==> config.mk <==
export PLATFORM = sky130hd
export DESIGN_NAME = rptr_level_handler
export DESIGN_NICKNAME = d
export VERILOG_FILES = /design/src/rtl/rptr_level_handler.sv
export SDC_FILE = /design/constraint.sdc
export NUM_CORES = 1
export LEC_CHECK = 0
export ABC_AREA = 1
export BUFFER_PORTS_ARGS = -buffer_cell sky130_fd_sc_hd__buf_2
export CAP_MARGIN = 5
export CORE_UTILIZATION = 50
export CTS_CLUSTER_DIAMETER = 120
export CTS_CLUSTER_SIZE = 30
export DETAILED_ROUTE_END_ITERATION = 8
export HOLD_SLACK_MARGIN = 0.15
export PLACE_DENSITY_LB_ADDON = 0.25
export SLEW_MARGIN = 20
export SYNTH_ARGS = -nofsm -noshare
export SYNTH_HDL_FRONTEND = slang
export SYNTH_SLANG_ARGS = --single-unit
==> constraint.sdc <==
create_clock -name rclk -period 2.79 [get_ports rclk]
set_input_delay 0.558 -clock rclk [delete_from_list [all_inputs] [get_ports rclk]]
set_output_delay 0.558 -clock rclk [all_outputs]
set_load 0.01 [all_outputs]
==> src/rtl/rptr_level_handler.sv <==
// rptr_level_handler: async FIFO read-side pointers, empty/almost-empty/count flags, read-valid and underflow; RPTR_UNDERFLOW_STICKY_EN makes underflow sticky
module rptr_level_handler #(
  parameter int PTR_WIDTH = 8,
  parameter int AE_LEVEL  = 4
) (
  input  logic               rclk,
  input  logic               rrstn,
  input  logic               rd_en,
  input  logic [PTR_WIDTH:0] g_wptr_sync,
  output logic [PTR_WIDTH:0] b_rptr,
  output logic [PTR_WIDTH:0] g_rptr,
  output logic               empty,
  output logic               almost_empty,
  output logic [PTR_WIDTH:0] rd_count,
  output logic               rd_accept,
  output logic               rd_valid,
  output logic               underflow
);
  localparam logic [PTR_WIDTH:0] AE_LVL = AE_LEVEL[PTR_WIDTH:0];
  logic [PTR_WIDTH:0] b_wptr_sync, b_rptr_next, g_rptr_next, rd_count_next;
  logic               underflow_next;
  for (genvar i = 0; i <= PTR_WIDTH; i++) begin : g_bin
    assign b_wptr_sync[i] = ^(g_wptr_sync >> i);
  end
  // next pointers, occupancy and underflow from the current read request
  always_comb begin
    rd_accept     = rd_en & ~empty;
    b_rptr_next   = b_rptr + {{PTR_WIDTH{1'b0}}, rd_accept};
    g_rptr_next   = b_rptr_next ^ (b_rptr_next >> 1);
    rd_count_next = b_wptr_sync - b_rptr_next;
`ifdef RPTR_UNDERFLOW_STICKY_EN
    underflow_next = underflow | (rd_en & empty);
`else
    underflow_next = rd_en & empty;
`endif
  end
  // register pointers and flags together so empty carries no extra latency
  always_ff @(posedge rclk or negedge rrstn) begin
    if (!rrstn) begin
      b_rptr       <= '0;
      g_rptr       <= '0;
      empty        <= 1'b1;
      almost_empty <= 1'b1;
      rd_count     <= '0;
      rd_valid     <= 1'b0;
      underflow    <= 1'b0;
    end else begin
      b_rptr       <= b_rptr_next;
      g_rptr       <= g_rptr_next;
      empty        <= g_rptr_next == g_wptr_sync;
      almost_empty <= rd_count_next <= AE_LVL;
      rd_count     <= rd_count_next;
      rd_valid     <= rd_accept;
      underflow    <= underflow_next;
    end
  end
endmodule

# Yosys cells after proc, flatten, opt, wreduce, memory -nomap -nowiden
# Index checks and enable logic that the tools add are counted.
# classes
bitwise	4
n_lt_le_gt_ge	1
reduce_logical	9
add_sub_neg	2
n_eq_ne	1
# ops
cell	count
parity 9 bit	9
adder 9 x 1 -> 9 bit	1
== test 9 bit	1
less-or-equal comparator 9 x 3 -> 1 bit, second input constant	1
subtractor 9 bit	1
bitwise XOR 9 x 8 -> 9 bit	1
bitwise AND 1 bit	2
NOT 1 bit	1
# totals
register_bits	31
out_inout_bits	32

# Logic depth before layout (Yosys ltp)
# Gate-level depths: netlist of run 1.
# logic_depth
ltp_word	5
depth_mapped	21

# Worst setup path after synthesis of run 1
# OpenSTA, ideal clock, no wires.
# synth_timing
path_type	in2reg
startpoint	in rd_en
endpoint	reg almost_empty
setup_time_ps	64
path_slack_ps	32
required_ps	2726
stages	17
arrival_ps	2694
path_buffers	0
path_cell_list	inv_1 -> nor2_1 -> ha_1 -> ha_1 -> or2_2 -> nand2_2 -> ha_1 -> nand2_1 -> nor2_1 -> a211oi_1 -> xnor2_1 -> nand2_1 -> inv_1 -> nand2_1 -> nor2_1 -> nand3_1 -> nor2_2
# synth_between
elab_chain_len	4
# synth_lines
element	line_no	text
start, declared	8	input logic rd_en,
bitwise AND 1 bit	27	rd_accept = rd_en & ~empty;
via rd_accept	15	output logic rd_accept,
adder 9 x 1 -> 9 bit	28	b_rptr_next = b_rptr + {{PTR_WIDTH{1'b0}}, rd_accept};
subtractor 9 bit	30	rd_count_next = b_wptr_sync - b_rptr_next;
less-or-equal comparator 9 x 3 -> 1 bit	51	almost_empty <= rd_count_next <= AE_LVL;
end signal, assigned	43	almost_empty <= 1'b1;
end signal, assigned	51	
end, declared	13	output logic almost_empty,
# The timed path passes the listed nets, and every way through them passes these cells.

# Worst setup path in the final report of run 1
# layout_timing
startpoint	in g_wptr_sync[5]
endpoint	reg almost_empty
# layout_between
elab_chain_len	3
word_cells_on_any_way	8
classes_between	add/sub: 1; order compare: 1; reduce/logical: 6
# layout_lines
element	line_no	text
start, declared	9	input logic [PTR_WIDTH:0] g_wptr_sync,
parity 9 bit	23	assign b_wptr_sync[i] = ^(g_wptr_sync >> i);
subtractor 9 bit *	30	
less-or-equal comparator 9 x 3 -> 1 bit *	51	
# Every way passes the cells marked *; elsewhere a longest branch is shown, timed or not.

==> run_results.csv, run 1 <==
group,metric,value,unit
grt,grt_usage,24.88,%
sta,min_period_over_period,93.60,%
synth,yosysTopAreaCell,"dfrtp_1",
pwr,ir_worst_vdd,518.3,uV
sta,max_freq,382.9,MHz
final_layout,fillers,353,
pwr,power,3254,uW
worst_setup_path,cp-end-kind,"flop",
grt,grt_first_pass_wirelength,8.286,mm
grt,grt_antenna_before_repair,0,
drt,drtIter0Drc,59,
worst_setup_path,rr_endpoint,"almost_empty",
placed_design,dp.final_hpwl,3.899,mm
grt,overflow,0,
floorplan,num_rows,23,
clock_network,numCtsBuffers,5,
final_layout,nets,383,
placed_design,gp_congestion,0.8546,
worst_setup_path,cp_data_required_time,3.01,ns
drt,firstDrtPassIters,4,
worst_setup_path,reg2reg_depth,17,
drt,ant_nets,0,
clock_network,cts_root_buf,"clkbuf_8",
synth,ys_types,33,
floorplan,start_util,52.91,%
worst_hold_path,hp-class,"input pin to asynchronous set/reset pin",
clock_network,cts-hold-fix-buffers,0,
clock_network,clock_latency,0.29,ns
worst_setup_path,startpoint,"g_wptr_sync[5]",
clock_network,clock_path_buffers,2,
synth,netlist_top_cells_area,"dfrtp_1 32%, nand2_1 15%, xor2_1 6.9%",
drt,via_per_inst,4.719,
floorplan,core_area,0.004086,mm2
synth,syn_nets,305,
worst_setup_path,arrival,2.84,ns
sta,setup_viol,0,
final_layout,area_growth,31.25,%
synth,ys_seq_area_share,34.84,%
synth,synth_seq_cells,30,
sta,drv_slew,0,
floorplan,die_w,67.76,um
sta,final-hold-violation-count,0,
sta,slew_headroom,56.28,%
run,max-cap-violations,0,
synth,yosys_warnings,0,
worst_setup_path,ff2ff_setup_slack,0.21,ns
placed_design,port_buffers,43,
worst_setup_path,start_kind,"input pin",
drt,post_drt_wl_per_cell,12.04,um
synth,synthArstFlopShare,100.0,%
synth,synth_edf_count,0,
synth,netlist_area,0.002162,mm2
worst_setup_path,critPathKind,"input pin to flop",
sta,fin_tns_setup,0,ns
clock_network,clkTransAtPathRegs,0.07,ns
sta,finalCriticalPeriod,2.611,ns
grt,grt_max_degree,31,
placed_design,placed_cells,403,
pwr,powerDensity,1147,mW/mm2
clock_network,cts_tree,"yes",
grt,grt_pass1_vias,1831,
floorplan,fp.dieArea,0.004591,mm2
floorplan,die_h,67.76,um
sta,worst_hold_slack,0.2949,ns
status,status,"finished, final reports clean",
final_layout,utilization,69.44,%
drt,num_vias,1949,
drt,drt_wl_total,4.971,mm
final_layout,final_cells,413,
pwr,leakagePower,0.001609,uW
synth,syn_avg_cell_area,7.613,um2
final_layout,drive_gt1_share,38.84,%
worst_setup_path,endpoint,"almost_empty",
sta,worst_pin_slew,0.6558,ns
sta,finClkSkew,0.009437,ns
synth,synth.top_cell.area_share,32.41,%
clock_network,htree_levels,2,
synth,synthFlopType,"dfrtp_1",
clock_network,cts_sinks,30,
worst_setup_path,cp_max_fo,4,
drt,drc,0,
synth,syn_inst,284,
worst_setup_path,r2r-start,"empty",
final_layout,n_antenna_cell,0,
floorplan,ioPinCount,44,
[where the power goes]
part / switching [uW] / internal [uW] / total [uW]
registers: 74.9 / 629 / 704
clock network: 167 / 291 / 458
logic: 1180 / 915 / 2090
total: 1420 / 1830 / 3250
[Yosys cell counts, drive strengths merged, types with 2 or more instances]
master / n
a21oi: 2
buf: 2
dfrtp: 28
dfstp: 2
ha: 8
inv: 45
nand2: 106
nand3: 31
nor2: 22
o21ai: 3
xnor2: 5
xor2: 20
[logic make-up (layout without fill, tap and decap cells)]
| family | after synthesis | in the layout | synth area share [%] |
|---|---|---|---|
| buffers and inverters | 48 | 127 | 8.796 |
| AOI/OAI and AO/OA | 8 | 8 | 2.489 |
| adders and majority gates | 9 | 9 | 5.556 |
| and+or+nand+nor | 164 | 164 | 36.63 |
| xor gates and xnor gates | 25 | 25 | 11.69 |
| DFF | 30 | 30 | 34.84 |
[critical path: stages]
cell and delay [ns]:
buf_2 0.11, buf_4 0.14, nand2_1 0.06, nand2_1 0.08
o21ai_2 0.08, nand3_1 0.13, nand2_2 0.12, xor2_1 0.14
inv_1 0.06, ha_2 0.20, fa_2 0.54, nand2_1 0.06
nand3_1 0.08, nand2_1 0.06, inv_1 0.06, nand2_1 0.05
nor2_1 0.11, nand3_1 0.10, nor2_2 0.09
[cell usage in the layout, fill, tap and decap left out, types with 2 or more instances in the layout]
cell	netlist	final
a21oi_2	1	2
xnor2_1	5	4
dfstp_2	2	2
nand2_1	89	84
inv_1	37	35
clkbuf_8	0	6
buf_4	1	30
o21ai_0	2	2
nor2_2	4	5
nand3_1	26	26
ha_2	0	3
xor2_1	17	16
inv_2	8	10
nand2_4	8	9
ha_1	8	4
nand2_2	9	13
xor2_2	2	3
nor2_1	17	16
nand3_2	5	5
buf_2	1	43
dfrtp_1	28	28
[how the worst min path moves through the flow]
stage	startpoint	end	slack, ns	cells past startpoint
after floorplan	rrstn	b_rptr[0]	0.26	0
after CTS	rrstn	g_rptr[4]	0.33	1
after global placement	empty	underflow	0.48	2
final	rrstn	b_rptr[4]	0.29	1
after detailed placement	empty	underflow	0.48	2
after global routing	rrstn	g_rptr[5]	0.35	1
[registers in the layout, indices dropped and copies added, names as in the netlist]
register,cells
g_rptr,8
rd_count,9
b_rptr,9
rd_valid,1
underflow,1
empty,1
almost_empty,1
[through the flow]
stage | area (um2) | setup slack, ns
final | 2838 | 0.1786
after global routing | 2838 | -0.02657
after detailed placement | 2638 | -0.1975
after CTS | 2754 | 0.02959
after global placement | 2638 | -0.1757
after floorplan | 2162 | 0.03195
[per-layer routing]
layer	vias to the layer above	wire length [um]	global-route usage (%)
met2	41	2486	42.33
met5	-	0	0
met4	0	65	7.979
li1	1020	-	-
met1	882	2246	31.13
met3	6	173	5.068
[what timing repair did]
action                                  in CTS  in global routing
endpoints found under the setup margin       0                  5
setup buffers                                0                  2
gates resized for setup                      0                 19
hold endpoints to repair                     0                  0
[cell type report]
type	count	area (um2)	share of cell area [%]
Timing Repair Buffer	73	440.4	15.52
Clock buffer	7	86.33	3.042
Sequential cell	30	753.2	26.54
Inverter	46	177.7	6.261
Clock inverter	1	30.03	1.058
Tap cell	50	62.56	2.205
Multi-Input combinational cell	206	1287	45.37
(Power assumes the default switching activity.)
==> run 2, diff against run 1 <==
--- a/config.mk
+++ b/config.mk
@@ -13,7 +13,7 @@
 export CTS_CLUSTER_SIZE = 30
 export DETAILED_ROUTE_END_ITERATION = 8
 export HOLD_SLACK_MARGIN = 0.15
-export PLACE_DENSITY_LB_ADDON = 0.25
+export PLACE_DENSITY = 0.73
 export SLEW_MARGIN = 20
 export SYNTH_ARGS = -nofsm -noshare
 export SYNTH_HDL_FRONTEND = slang
==> run 2 against run 1 <==
Net effect: clock skew shrank 0.0028 ns; non-clock buffer count grew 6; sequential power grew 0.6%; die area is the same; first-iteration DRC count grew 14%; largest power group unchanged; via count grew 2.7%; maximum frequency shrank 3.6%; worst setup slack lost 0.096 ns; cell count grew 1.5%; register-to-register slack lost 0.04 ns; critical path type unchanged; combinational power grew 9%; wire length grew 0.40%.
==> run_results.csv, run 2 (synthesis gave the netlist of run 1 again) <==
group,metric,value,unit
floorplan,die_w,67.76,um
pwr,power,3438,uW
grt,grtUsageMet3,4.223,%
final_layout,largestRegisters,"b_rptr x9, rd_count x9, g_rptr x8",
floorplan,core_area,0.004086,mm2
worst_setup_path,rr_endpoint,"almost_empty",
final_layout,area_growth,37.85,%
worst_setup_path,r2r-start,"empty",
drt,drt_wl_total,4.991,mm
clock_network,cts_root_buf,"clkbuf_8",
worst_setup_path,cp_slowest_stage_delay,0.40,ns
worst_setup_path,cp_max_fo,4,
floorplan,fp.dieArea,0.004591,mm2
worst_hold_path,hp-class,"input pin to asynchronous set/reset pin",
sta,final-hold-violation-count,0,
run,max-cap-violations,0,
sta,max_freq,369.3,MHz
placed_design,port_buffers,43,
clock_network,cts_tree,"yes",
pwr,leakagePower,0.001654,uW
placed_design,dp.final_hpwl,3.767,mm
sta,slew_headroom,55.52,%
grt,grt_antenna_before_repair,0,
floorplan,start_util,52.91,%
sta,setup_viol,0,
clock_network,clkTransAtPathRegs,0.07,ns
grt,busiest_layer,"met2",
drt,drtIter0Drc,67,
grt,grt_first_pass_wirelength,8.059,mm
clock_network,cts_sinks,30,
worst_setup_path,arrival,2.93,ns
worst_setup_path,cp-end-kind,"flop",
grt,grt_max_degree,31,
floorplan,num_rows,23,
worst_setup_path,crit_chain,"buf_2 > buf_4 > nand2_1 > nand2_2 > o21ai_2 > nand2_1 > nand2_2 > nand2_2 > xor2_1 > inv_1 > ha_4 > fa_2 > inv_2 > nand3_4 > nand2_2 > nand3_2 > nand2_1 > nand2_1 > nor2_1 > nand3_1 > nor2_2",
final_layout,final_cells,419,
drt,post_drt_wl_per_cell,11.91,um
drt,ant_nets,0,
sta,finClkSkew,0.006647,ns
final_layout,final_common_cell,"nand2_1",
sta,fin_tns_setup,0,ns
worst_setup_path,start_kind,"input pin",
worst_setup_path,worst_path_max_delay_cell,"fa_2",
drt,via_per_inst,4.778,
worst_setup_path,critPathKind,"input pin to flop",
final_layout,layout_common_cells,"81 x nand2_1, 43 x buf_2, 36 x buf_4, 34 x inv_1, 28 x dfrtp_1",
pwr,ir_worst_vdd,620.8,uV
grt,grt_usage,24.02,%
floorplan,ioPinCount,44,
final_layout,nets,389,
worst_setup_path,cp_data_required_time,3.01,ns
sta,drv_slew,0,
pwr,powerDensity,1154,mW/mm2
drt,num_vias,2002,
clock_network,htree_levels,2,
placed_design,placed_cells,402,
sta,finalCriticalPeriod,2.708,ns
final_layout,n_antenna_cell,0,
grt,overflow,0,
placed_design,gp_congestion,0.8643,
worst_setup_path,ff2ff_setup_slack,0.17,ns
drt,drc,0,
worst_setup_path,reg2reg_depth,17,
sta,worst_hold_slack,0.3065,ns
grt,grt_pass1_vias,1863,
sta,min_period_over_period,97.05,%
final_layout,drive_gt1_share,42.55,%
grt,gr-usage-met1,30.11,%
clock_network,clock_path_buffers,2,
grt,use_met2,40.59,%
sta,worst_pin_slew,0.6673,ns
clock_network,numCtsBuffers,5,
status,status,"finished, final reports clean",
placed_design,dpl_cell_area,0.002630,mm2
clock_network,clock_latency,0.28,ns
drt,firstDrtPassIters,4,
floorplan,die_h,67.76,um
final_layout,design_area,0.002980,mm2
-- run 2: area by class of cell --
type	count	area, um2
multi-input cells	206	1383
fillers	317	1106
flip-flops and latches	30	753.2
repair buffers	79	485.5
inverters	46	180.2
clock buffers	7	86.33
well taps	50	62.56
clock inverters	1	30.03
-- run 2: critical path: cells and delay by family --
family / cells / cell delay (ns)
simple gates: 13 / 1.13
fa+ha+maj: 2 / 0.57
buf+inv: 4 / 0.43
xor+xnor: 1 / 0.15
compound gates: 1 / 0.09
-- run 2: stage by stage --
stage          util [%]  setup slack (ns)
5_1_grt           72.93          -0.07266
3_5_place_dp      64.36           -0.2244
2_1_floorplan         -           0.03195
4_1_cts           67.39           0.02309
3_3_place_gp      64.36           -0.1541
6_report          72.93           0.08228
-- run 2: routing by layer --
metal / vias to the layer above / share of wire (%)
met5: - / 0
met4: 0 / 2.5
met3: 11 / 4.6
met2: 48 / 49
met1: 908 / 44
li1: 1035 / -
-- run 2: worst max path at each step --
stage                   startpoint           end  slack, ns  depth (start not counted)
finish              g_wptr_sync[5]  almost_empty       0.08                         21
CTS                          empty  almost_empty       0.02                         17
global placement    g_wptr_sync[5]  almost_empty      -0.15                         21
detailed placement  g_wptr_sync[5]  almost_empty      -0.22                         21
global route        g_wptr_sync[5]  almost_empty      -0.07                         21
floorplan                    rd_en  almost_empty       0.03                         17
-- run 2: where the power goes --
| group | leakage (uW) | internal, uW | switching, uW |
|---|---|---|---|
| registers | 0.000355 | 629 | 78.9 |
| logic | 0.00124 | 1040 | 1240 |
| clock network | 0.0000585 | 291 | 159 |
| total | 0.00165 | 1960 | 1480 |
-- run 2: repair_timing --
item	4_1_cts	5_1_grt
setup endpoints to repair	1	3
hold buffers	0	0
buffers inserted	0	9
pin swaps	0	21
gates resized for setup	2	34
